===== src/rtl/alu_result_fifo.sv =====
// Result FIFO behind the ALU result mux: buffers {result, zero, carry, overflow}
// and hands them to the consumer over valid/ready. Optional RESFIFO_BYPASS_EN fall-through.
module alu_result_fifo #(
    parameter int unsigned WIDTH = 32,
    parameter int unsigned DEPTH = 4
) (
    input  logic                       clk,
    input  logic                       reset,
    input  logic                       in_valid,
    output logic                       in_ready,
    input  logic [WIDTH-1:0]           in_result,
    input  logic                       in_carry,
    input  logic                       in_overflow,
    output logic                       out_valid,
    input  logic                       out_ready,
    output logic [WIDTH-1:0]           out_result,
    output logic                       out_zero,
    output logic                       out_carry,
    output logic                       out_overflow,
    output logic [$clog2(DEPTH+1)-1:0] count
);

    localparam int unsigned AW = $clog2(DEPTH);
    localparam int unsigned CW = $clog2(DEPTH + 1);

    typedef struct packed {
        logic [WIDTH-1:0] result;
        logic             zero;
        logic             carry;
        logic             overflow;
    } entry_t;

    entry_t        mem [DEPTH];
    entry_t        in_entry;
    entry_t        head;
    logic [AW-1:0] wr_ptr, rd_ptr, wr_ptr_nxt, rd_ptr_nxt;
    logic [CW-1:0] count_nxt;
    logic          ready_q, valid_q, ready_nxt, valid_nxt;
    logic          push, pop, bypass;

    // Zero flag is resolved at write time so the head needs no compare.
    assign in_entry = {in_result, (in_result == '0), in_carry, in_overflow};

`ifdef RESFIFO_BYPASS_EN
    assign bypass = ready_q & in_valid & out_ready & (count == '0);
`else
    assign bypass = 1'b0;
`endif

    assign push = in_valid & ready_q & ~bypass;
    assign pop  = valid_q & out_ready;

    // Next-state for pointers, occupancy and the registered handshake flags.
    always_comb begin
        wr_ptr_nxt = wr_ptr;
        rd_ptr_nxt = rd_ptr;
        count_nxt  = count;
        if (push) wr_ptr_nxt = wr_ptr + AW'(1);
        if (pop)  rd_ptr_nxt = rd_ptr + AW'(1);
        count_nxt = count + CW'(push) - CW'(pop);
        ready_nxt = (count_nxt != CW'(DEPTH));
        valid_nxt = (count_nxt != '0);
    end

    always_ff @(posedge clk) begin
        if (reset) begin
            wr_ptr  <= '0;
            rd_ptr  <= '0;
            count   <= '0;
            ready_q <= 1'b0;
            valid_q <= 1'b0;
        end else begin
            wr_ptr  <= wr_ptr_nxt;
            rd_ptr  <= rd_ptr_nxt;
            count   <= count_nxt;
            ready_q <= ready_nxt;
            valid_q <= valid_nxt;
        end
    end

    // Storage needs no reset: the output mux hides it whenever valid_q is low.
    always_ff @(posedge clk) begin
        if (!reset && push) mem[wr_ptr] <= in_entry;
    end

    always_comb begin
        head = '0;
        if (bypass)       head = in_entry;
        else if (valid_q) head = mem[rd_ptr];
    end

    assign in_ready     = ready_q;
    assign out_valid    = valid_q | bypass;
    assign out_result   = head.result;
    assign out_zero     = head.zero;
    assign out_carry    = head.carry;
    assign out_overflow = head.overflow;

endmodule

===== config.mk =====
export PLATFORM = sky130hd
export DESIGN_NAME = alu_result_fifo
export DESIGN_NICKNAME = d
export VERILOG_FILES = /design/src/rtl/alu_result_fifo.sv
export SDC_FILE = /design/constraint.sdc
export NUM_CORES = 1
export LEC_CHECK = 0
export ABC_CLOCK_PERIOD_IN_PS = 3700
export BUFFER_PORTS_ARGS = -buffer_cell sky130_fd_sc_hd__buf_4
export CAP_MARGIN = 20
export CORE_ASPECT_RATIO = 0.9
export CORE_MARGIN = 5
export CORE_UTILIZATION = 35
export DETAILED_ROUTE_END_ITERATION = 10
export HOLD_SLACK_MARGIN = 0.08
export PLACE_DENSITY_LB_ADDON = 0.12
export REMOVE_ABC_BUFFERS = 1
export SETUP_SLACK_MARGIN = 0.2
export SLEW_MARGIN = 20
export SYNTH_ARGS = -nofsm -noshare
export SYNTH_HDL_FRONTEND = slang
export SYNTH_SLANG_ARGS = --single-unit
export TNS_END_PERCENT = 1

===== constraint.sdc =====
create_clock -name clk -period 3.7 [get_ports clk]
set_input_delay 0.555 -clock clk [delete_from_list [all_inputs] [get_ports clk]]
set_output_delay 0.555 -clock clk [all_outputs]
set_load 0.02 [all_outputs]

==> results.txt, run 1 <==
The run gives 0 as the final hold violation count. The cell count along the critical path is 4. The tools report the clock latency on the worst-skew pair as 410 ps. For the worst setup path, the data arrival time is 2330 ps. The setup slack after layout came out at 818.7 ps. Global-route usage over all layers: 0.1267.

Along the worst path, the maximum fanout reaches 15. After detailed routing, the met2 layer carries 5.921 mm of wire. The number of antenna diodes in the final layout is 0. The flow ran to the end, and the final reports show no timing, DRC or antenna violations. Clock skew on the completed layout was measured at 4.086 ps.

The area share of fa/ha/maj cells after synthesis came out at 0.01402. Critical path buffer and inverter count: 2. Post-synthesis cell count: 284.

The detail route stage leaves a number of antenna-violating nets equal to 0. The switching power share of the total was 0.2625; the detailed-routing iteration count for the pre-antenna-repair pass was 6. Once placement finished, the instance area stood at 6703 µm².

Averaged over all synthesized cells, the footprint is 20.73 µm². From synthesis to final layout, the design area changed by 24.22%. The sink count of the clock tree is 151. After synthesis the cells add up to 5888 µm². Reg-to-reg startpoint: out_valid$_SDFF_PP0_. Maximum clock frequency: 347.1 MHz. The internal cell power was 3.609 mW. In this run the core area contains 45 standard-cell rows.

The top-area cell type share of the netlist area came out at 0.7140. Adding up every negative setup slack in the final design gives 0 ps. The end point of the critical path is out_overflow.

After detailed placement, the design holds a cell count of 569. Clock transition at the registers of the reported paths: 60 ps. Final number of setup-violating endpoints: 0. Yosys attributes the largest share of cell area to sky130_fd_sc_hd__edfxtp_1 71%, sky130_fd_sc_hd__mux4_2 11%, sky130_fd_sc_hd__and2_1 4.2%. At the end of routability-driven placement, the weighted congestion stood at 0.7299. The critical path goes through buf_4 > mux4_1 > and2_1 > buf_4. For the sequential share of the synthesized area, the log shows 0.7514. Type of the most critical hold path: in -> reg. The switching power was 1.285 mW. The run gives 0.5817 as the normalized max-slew margin. Dividing the detail-routed via count by the number of cells gives 4.740. The tools report the initial detailed-routing violation count as 142. The worst setup path is launched from a register. For this design, the CTS-stage hold fixing added 0 buffers.

The final critical-path share of the clock period came out at 0.7787. In this run, synthesis inferred 140 flip-flops with an integrated enable. The minimum period implied by the final worst setup slack was 2881 ps. The worst register-to-register path ends at out_valid$_SDFF_PP0_. The endpoint type of the worst setup path is a primary output. By startpoint and endpoint, the worst setup path is classified as reg -> out. The most common cell type on the critical path is sky130_fd_sc_hd__buf_4. Counting flops and latches in the post-synthesis netlist gives 151. Yosys printed 0 warnings. Placeable core area: 16,720 µm². Synthesis instantiated 23 different standard cells from the library. The worst register-to-register path has a setup slack of 1650 ps. The total power density per cell area was 669.1 nW/µm²; the number of input and output port buffers inserted was 77. In the synthesized netlist, the cells that appear most often are 140 x sky130_fd_sc_hd__edfxtp_1, 40 x sky130_fd_sc_hd__and2_1, 30 x sky130_fd_sc_hd__mux4_2, 11 x sky130_fd_sc_hd__dfxtp_1, 8 x sky130_fd_sc_hd__nor4_1.

Broken down by cell family, the worst path's largest delay share belongs to flip-flops. The die covers 19,520 µm². The number of buffers between clock root and the deepest sink came out at 2.

Count of unresolved DRC violations after routing: 0. The final layout contains 421 nets. Worst stage delay on the critical path: 590 ps. The power share of the combinational group is 0.220, and the share of flip-flops with an asynchronous set or reset after synthesis is 0.

The wire length on met3 was 655 µm. The first global-routing pass estimated 18.18 mm of wire. Setup repair after global routing left no endpoint under its margin. The number of top-level pins was 78; the register share of total power was 0.418. For the worst setup path, the data required time is 3140 ps. The library cell with the largest summed area after synthesis is sky130_fd_sc_hd__edfxtp_1.

The logs give 7.464 mm for the detailed placement HPWL and 4 for the H-tree depth. The number of cells on the worst reg-to-reg path is 8. Most instantiated library cell after synthesis: sky130_fd_sc_hd__edfxtp_1. For the starting density of the core, the log shows 0.3521.

For this design, the slowest cell found on the critical path is sky130_fd_sc_hd__dfxtp_2. The highest routing layer actually used was met4. The simple-gate area share of the yosys netlist works out to 0.06566. The logs give 0 for the global-route congestion overflow total and 0 for the count of maximum capacitance violations.

From bottom edge to top edge, the die measures 133.1 µm. The synthesized-area fraction occupied by ao, oa, aoi and oai cells was 0.003187; the pin slew with the least headroom to its limit was 627.4 ps. The run gives 1165 ps as the post-placement worst setup slack. The run gives 17 as the number of buffers added by the clock tree synthesis step. For this run, the leading register cell type out of synthesis is sky130_fd_sc_hd__edfxtp_1.

The tools report the clock network fraction of total power as 0.362. The worst-case IR drop observed on VDD is 0.3726 mV. Once layout is complete, the cells apart from fillers number 601. The clock root buffer master was sky130_fd_sc_hd__clkbuf_16.

Entering global routing, the biggest net connects 31 pins. The share of post-route cells with drive strength above 1 works out to 0.3897. The detailed router placed 2,849 vias in this run.

The average routed wire per standard cell was 19.33 µm. The number of setup buffers added after CTS is 0. The mux contribution to synthesized area is 0.1371. For this design the static power due to leakage is 2.511 nW.

Combinational family with the most area after synthesis: multiplexers. For the summed area of non-filler cells in the final layout, the log shows 7315 µm². The detailed-route wire length on metal 1 was 4.878 mm.

The logs give 0 for the number of max-slew violations in the final report and 0 for the number of gates resized after CTS. The number of global-route vias before repair came out at 3,168. After detailed routing, the total wire length is 11.62 mm. TritonCTS built the clock tree. The die is 146.7 µm wide.

The tools report the initial antenna violation count as 0. The xor/xnor cell area share of the yosys netlist works out to 0.007437.
==> power by group through the flow <==
stage / combinational [mW] / clock (mW) / sequential (mW)
6_report: 1.08 / 1.77 / 2.05
5_1_grt: 1.18 / 1.89 / 2.06
4_1_cts: 1.12 / 1.81 / 2.05
3_5_place_dp: 1.11 / 0 / 2.09
3_3_place_gp: 1.11 / 0 / 2.08
2_1_floorplan: 0.582 / 0 / 2.14
==> routing by layer <==
| metal | global-route usage | up-vias |
|---|---|---|
| li1 | - | 1324 |
| met1 | 0.1517 | 1445 |
| met2 | 0.2096 | 69 |
| met3 | 0.04521 | 11 |
| met4 | 0.05016 | 0 |
| met5 | 0 | - |
==> kinds of logic (layout without fill, tap and decap cells) <==
group / after synthesis / in the layout
adders and majority gates: 6 / 6
xor gates and xnor gates: 5 / 5
buffers and inverters: 17 / 123
DFF: 151 / 151
AOI/OAI and AO/OA: 3 / 3
muxes: 35 / 35
and+or+nand+nor: 67 / 67
==> layout by cell type, fill, tap and decap left out, types with 5 or more instances in the layout <==
cell type / n
sky130_fd_sc_hd__dfxtp_1: 9
sky130_fd_sc_hd__clkbuf_16: 17
sky130_fd_sc_hd__mux4_2: 30
sky130_fd_sc_hd__ha_1: 5
sky130_fd_sc_hd__buf_4: 87
sky130_fd_sc_hd__and2_1: 36
sky130_fd_sc_hd__mux4_1: 5
sky130_fd_sc_hd__nor4_1: 8
sky130_fd_sc_hd__edfxtp_1: 140
sky130_fd_sc_hd__nor2_1: 7
==> per-stage QoR <==
step	power [mW]	hold slack, ps	utilization
4_1_cts	4.978	319.5	0.4374
3_3_place_gp	3.194	491.9	0.4008
5_1_grt	5.134	319.0	0.4374
6_report	4.894	344.0	0.4374
3_5_place_dp	3.199	503.0	0.4008
2_1_floorplan	2.725	463.1	-
==> layout make-up <==
class	instances	area, µm²
fill	1476	9408
sequential	151	4427
multi-input combinational	116	1344
timing repair buffer	87	653.1
clock buffer	18	429.2
tap	211	264.0
clock inverter	14	182.7
inverter	4	15.01
==> state kept, by name, summed over array words and instances (netlist names), named ones only <==
signal     count
mem          140
rd_ptr         2
wr_ptr         2
count          3
out_valid      1
in_ready       1
==> how the worst min path moves through the flow <==
stage / from / endpoint / slack, ps / cells after the start
2_1_floorplan: wr_ptr[1]$_SDFFE_PP0P_ / wr_ptr[1]$_SDFFE_PP0P_ / 460 / 2
3_3_place_gp: wr_ptr[1]$_SDFFE_PP0P_ / wr_ptr[1]$_SDFFE_PP0P_ / 490 / 2
3_5_place_dp: wr_ptr[1]$_SDFFE_PP0P_ / wr_ptr[1]$_SDFFE_PP0P_ / 500 / 2
4_1_cts: in_carry / mem[0][1]$_DFFE_PP_ / 320 / 1
5_1_grt: in_overflow / mem[0][0]$_DFFE_PP_ / 320 / 1
6_report: in_overflow / mem[0][0]$_DFFE_PP_ / 340 / 1
Note: power is estimated with default switching activity, not from simulation.
==> run 2, diff against run 1 <==
- ABC_CLOCK_PERIOD_IN_PS: 3700 -> 2400
- clock period: 3.7 -> 2.4 ns (I/O delays scaled with it)
==> run 2 against run 1 <==
Effect of this change: largest power group unchanged; total power rose by 58%; critical path depth did not move; sequential share of layout area shrank 1.3 points.
==> results.txt, run 2 (synthesized netlist as in run 1, its figures left out) <==
The run finished with clean final reports. The number of standard cells in the layout, taps in and fillers out is 604 (was 601), and the global-route usage over all layers is 0.1325 (was 0.1267). The end point of the worst hold path was mem[0][0]$_DFFE_PP_ (unchanged).

The tools report the number of max-slew violations in the final report as 0 (unchanged). The number of nets with antenna violations after detailed routing came out at 0 (unchanged). The type of the most critical hold path is in -> reg (unchanged). The total power density per cell area is 1034 nW/µm² (was 669.1 nW/µm²), and the clock latency on the worst-skew pair is 410 ps (about the same). The end of the worst register-to-register path is out_valid$_SDFF_PP0_ (unchanged). The tools report the endpoint type of the worst setup path as a primary output (unchanged).

Via density per instance: 4.851 (was 4.740). The final critical-path share of the clock period works out to 0.9588. Leading cell types in the layout, fill and taps excluded: 140 x sky130_fd_sc_hd__edfxtp_1, 81 x sky130_fd_sc_hd__buf_4, 36 x sky130_fd_sc_hd__and2_1 (was 140 x sky130_fd_sc_hd__edfxtp_1, 87 x sky130_fd_sc_hd__buf_4, 36 x sky130_fd_sc_hd__and2_1). The average routed wire per standard cell is 20.33 µm (was 19.33 µm). The share of post-route cells with drive strength above 1 is 0.3969 (was 0.3897). The logs give 7.001 mm (was 7.464 mm) for the detailed placement HPWL and 391.4 ps (was 1165 ps) for the post-placement worst setup slack. Count of maximum capacitance violations: 0 (unchanged). The type of origin of the critical path was a register (unchanged). The die span in x was 146.7 µm (unchanged). The wire length of the first global-routing pass is 18.69 mm (was 18.18 mm). The die area was 19,520 µm² (unchanged). The antenna diode count was 0 (unchanged).

The source of the worst hold timing path is in_overflow (unchanged). The site row count came out at 45 (unchanged). The number of top-level pins was 78 (unchanged); the final number of setup-violating endpoints was 0 (unchanged). The placeable core area was 16,720 µm² (unchanged). The number of global-route vias before repair came out at 3,201 (was 3,168).

The classification of the worst setup path is reg -> out (unchanged). The tools report the number of setup buffers added after CTS as 0 (unchanged). The worst reg-to-reg path cell count came out at 8 (unchanged). The placer congestion estimate is 0.6761 (was 0.7299), and the pin slew with the least headroom to its limit is 507.5 ps (was 627.4 ps). The run gives 6.679 ps (was 4.086 ps) as the clock tree skew after final layout.

TritonCTS built the clock tree. The leakage power came out at 2.554 nW (was 2.511 nW). Setup repair after global routing could not meet its margin everywhere.

The tools report the via count as 2,930 (was 2,849). Count of unresolved DRC violations after routing: 0 (unchanged). Maximum VDD drop: 0.5444 mV (was 0.3726 mV). The number of hold buffers added after cts came out at 0 (unchanged). The final hold violation count came out at 0 (unchanged). The setup slack after layout was 98.97 ps (was 818.7 ps); the critical path arrival was 1940 ps (was 2330 ps). Growth of design area from synthesis to finish: 26.94% (was 24.22%). The minimum period implied by the final worst setup slack works out to 2301 ps. The logs give 2 (unchanged) for the number of buffers between clock root and the deepest sink and 4 (unchanged) for the H-tree depth. The global-route congestion overflow total is 0 (unchanged), and the clock transition at the registers of the reported paths is 60 ps (about the same). For the maximum clock frequency, the log shows 434.6 MHz. The number of input and output port buffers inserted works out to 77 (unchanged).

The total power is 7.726 mW (was 4.894 mW). The number of flip-flops under the largest register name came out at 140 (unchanged). Top register by number of flip-flops: mem (unchanged). The leading cell type in the layout, fill and taps excluded was sky130_fd_sc_hd__edfxtp_1 (unchanged). Reg-to-reg startpoint: in_ready$_SDFF_PP0_ (was out_valid$_SDFF_PP0_).

The initial antenna violation count came out at 0 (unchanged). The clock root buffer master was sky130_fd_sc_hd__clkbuf_16 (unchanged). The normalized max-slew margin is 0.6585 (was 0.5817), and the initial detailed-routing violation count is 126 (was 142). The sink count of the clock tree came out at 151 (unchanged).

The number of cells on the worst hold path is 1 (unchanged). The net count of the finished layout was 424 (was 421); the largest net degree at the start of global routing was 36 (was 31). Top Registers: mem (140), count (3) (unchanged). The run gives 568 (was 569) as the post-placement cell count. The post-detailed-routing wire length was 12.28 mm (was 11.62 mm). The maximum fanout count along the critical path is 9 (was 15). The tools report the starting density of the core as 0.3521 (unchanged). The vertical extent of the die was 133.1 µm (unchanged); the required time of the worst setup path was 2040 ps (was 3140 ps).

The run gives 450 ps (was 1650 ps) as the internal reg-to-reg setup slack. The detailed-routing iteration count for the pre-antenna-repair pass came out at 4 (was 6). For the number of buffers added by the clock tree synthesis step, the log shows 17 (unchanged).
-- run 2: worst max path at each step --
stage                        start              endpoint  slack [ps]  cells past startpoint
after floorplan           register             out_carry        -380                      2
after detailed placement  in_valid  out_valid$_SDFF_PP0_         390                      9
after global routing      register         out_result[8]          20                      4
after global placement    in_valid  out_valid$_SDFF_PP0_         430                      9
after CTS                 register        out_result[31]          60                      4
final                     register         out_result[3]         100                      4
-- run 2: cell type report --
| cell class | count | area (µm²) |
|---|---|---|
| clock buffer | 19 | 432.9 |
| clock inverter | 13 | 180.2 |
| fill | 1468 | 9248 |
| inverter | 4 | 15.01 |
| multi-input combinational | 116 | 1340 |
| sequential | 151 | 4429 |
| tap | 211 | 264.0 |
| timing repair buffer | 90 | 813.3 |
-- run 2: through the flow --
stage	hold slack, ps	setup TNS, ps	area (µm²)	util
2_1_floorplan	429.1	-11870	5778	-
3_3_place_gp	497.6	0	6758	0.4041
3_5_place_dp	510.0	0	6758	0.4041
4_1_cts	113.9	0	7428	0.4442
5_1_grt	117.8	0	7475	0.4470
6_report	142.5	0	7475	0.4470
-- run 2: power by group --
part | total (mW) | leakage, nW | switching [mW] | internal [mW]
clock | 2.73 | 0.283 | 0.994 | 1.73
combinational | 1.87 | 0.914 | 0.955 | 0.918
sequential | 3.13 | 1.36 | 0.0860 | 3.04
-- run 2: routing by layer --
layer  up-vias  GRT usage  wire (µm)
met5         -          0          0
met4         0    0.04232        102
met3         8    0.05137        558
met2        56     0.2101       6064
met1      1533     0.1685       5553
li1       1333          -          -
-- run 2: what timing repair did --
| action | 4_1_cts | 5_1_grt |
|---|---|---|
| endpoints found under the setup margin | 35 | 35 |
| gates resized for setup | 3 | 1 |
| cloned | 2 | 2 |
-- run 2: critical path, stage by stage, from the launching register on --
cell,delay [ps]
sky130_fd_sc_hd__dfxtp_4,470
sky130_fd_sc_hd__buf_16,190
sky130_fd_sc_hd__mux4_2,500
sky130_fd_sc_hd__and2_1,190
sky130_fd_sc_hd__buf_4,160
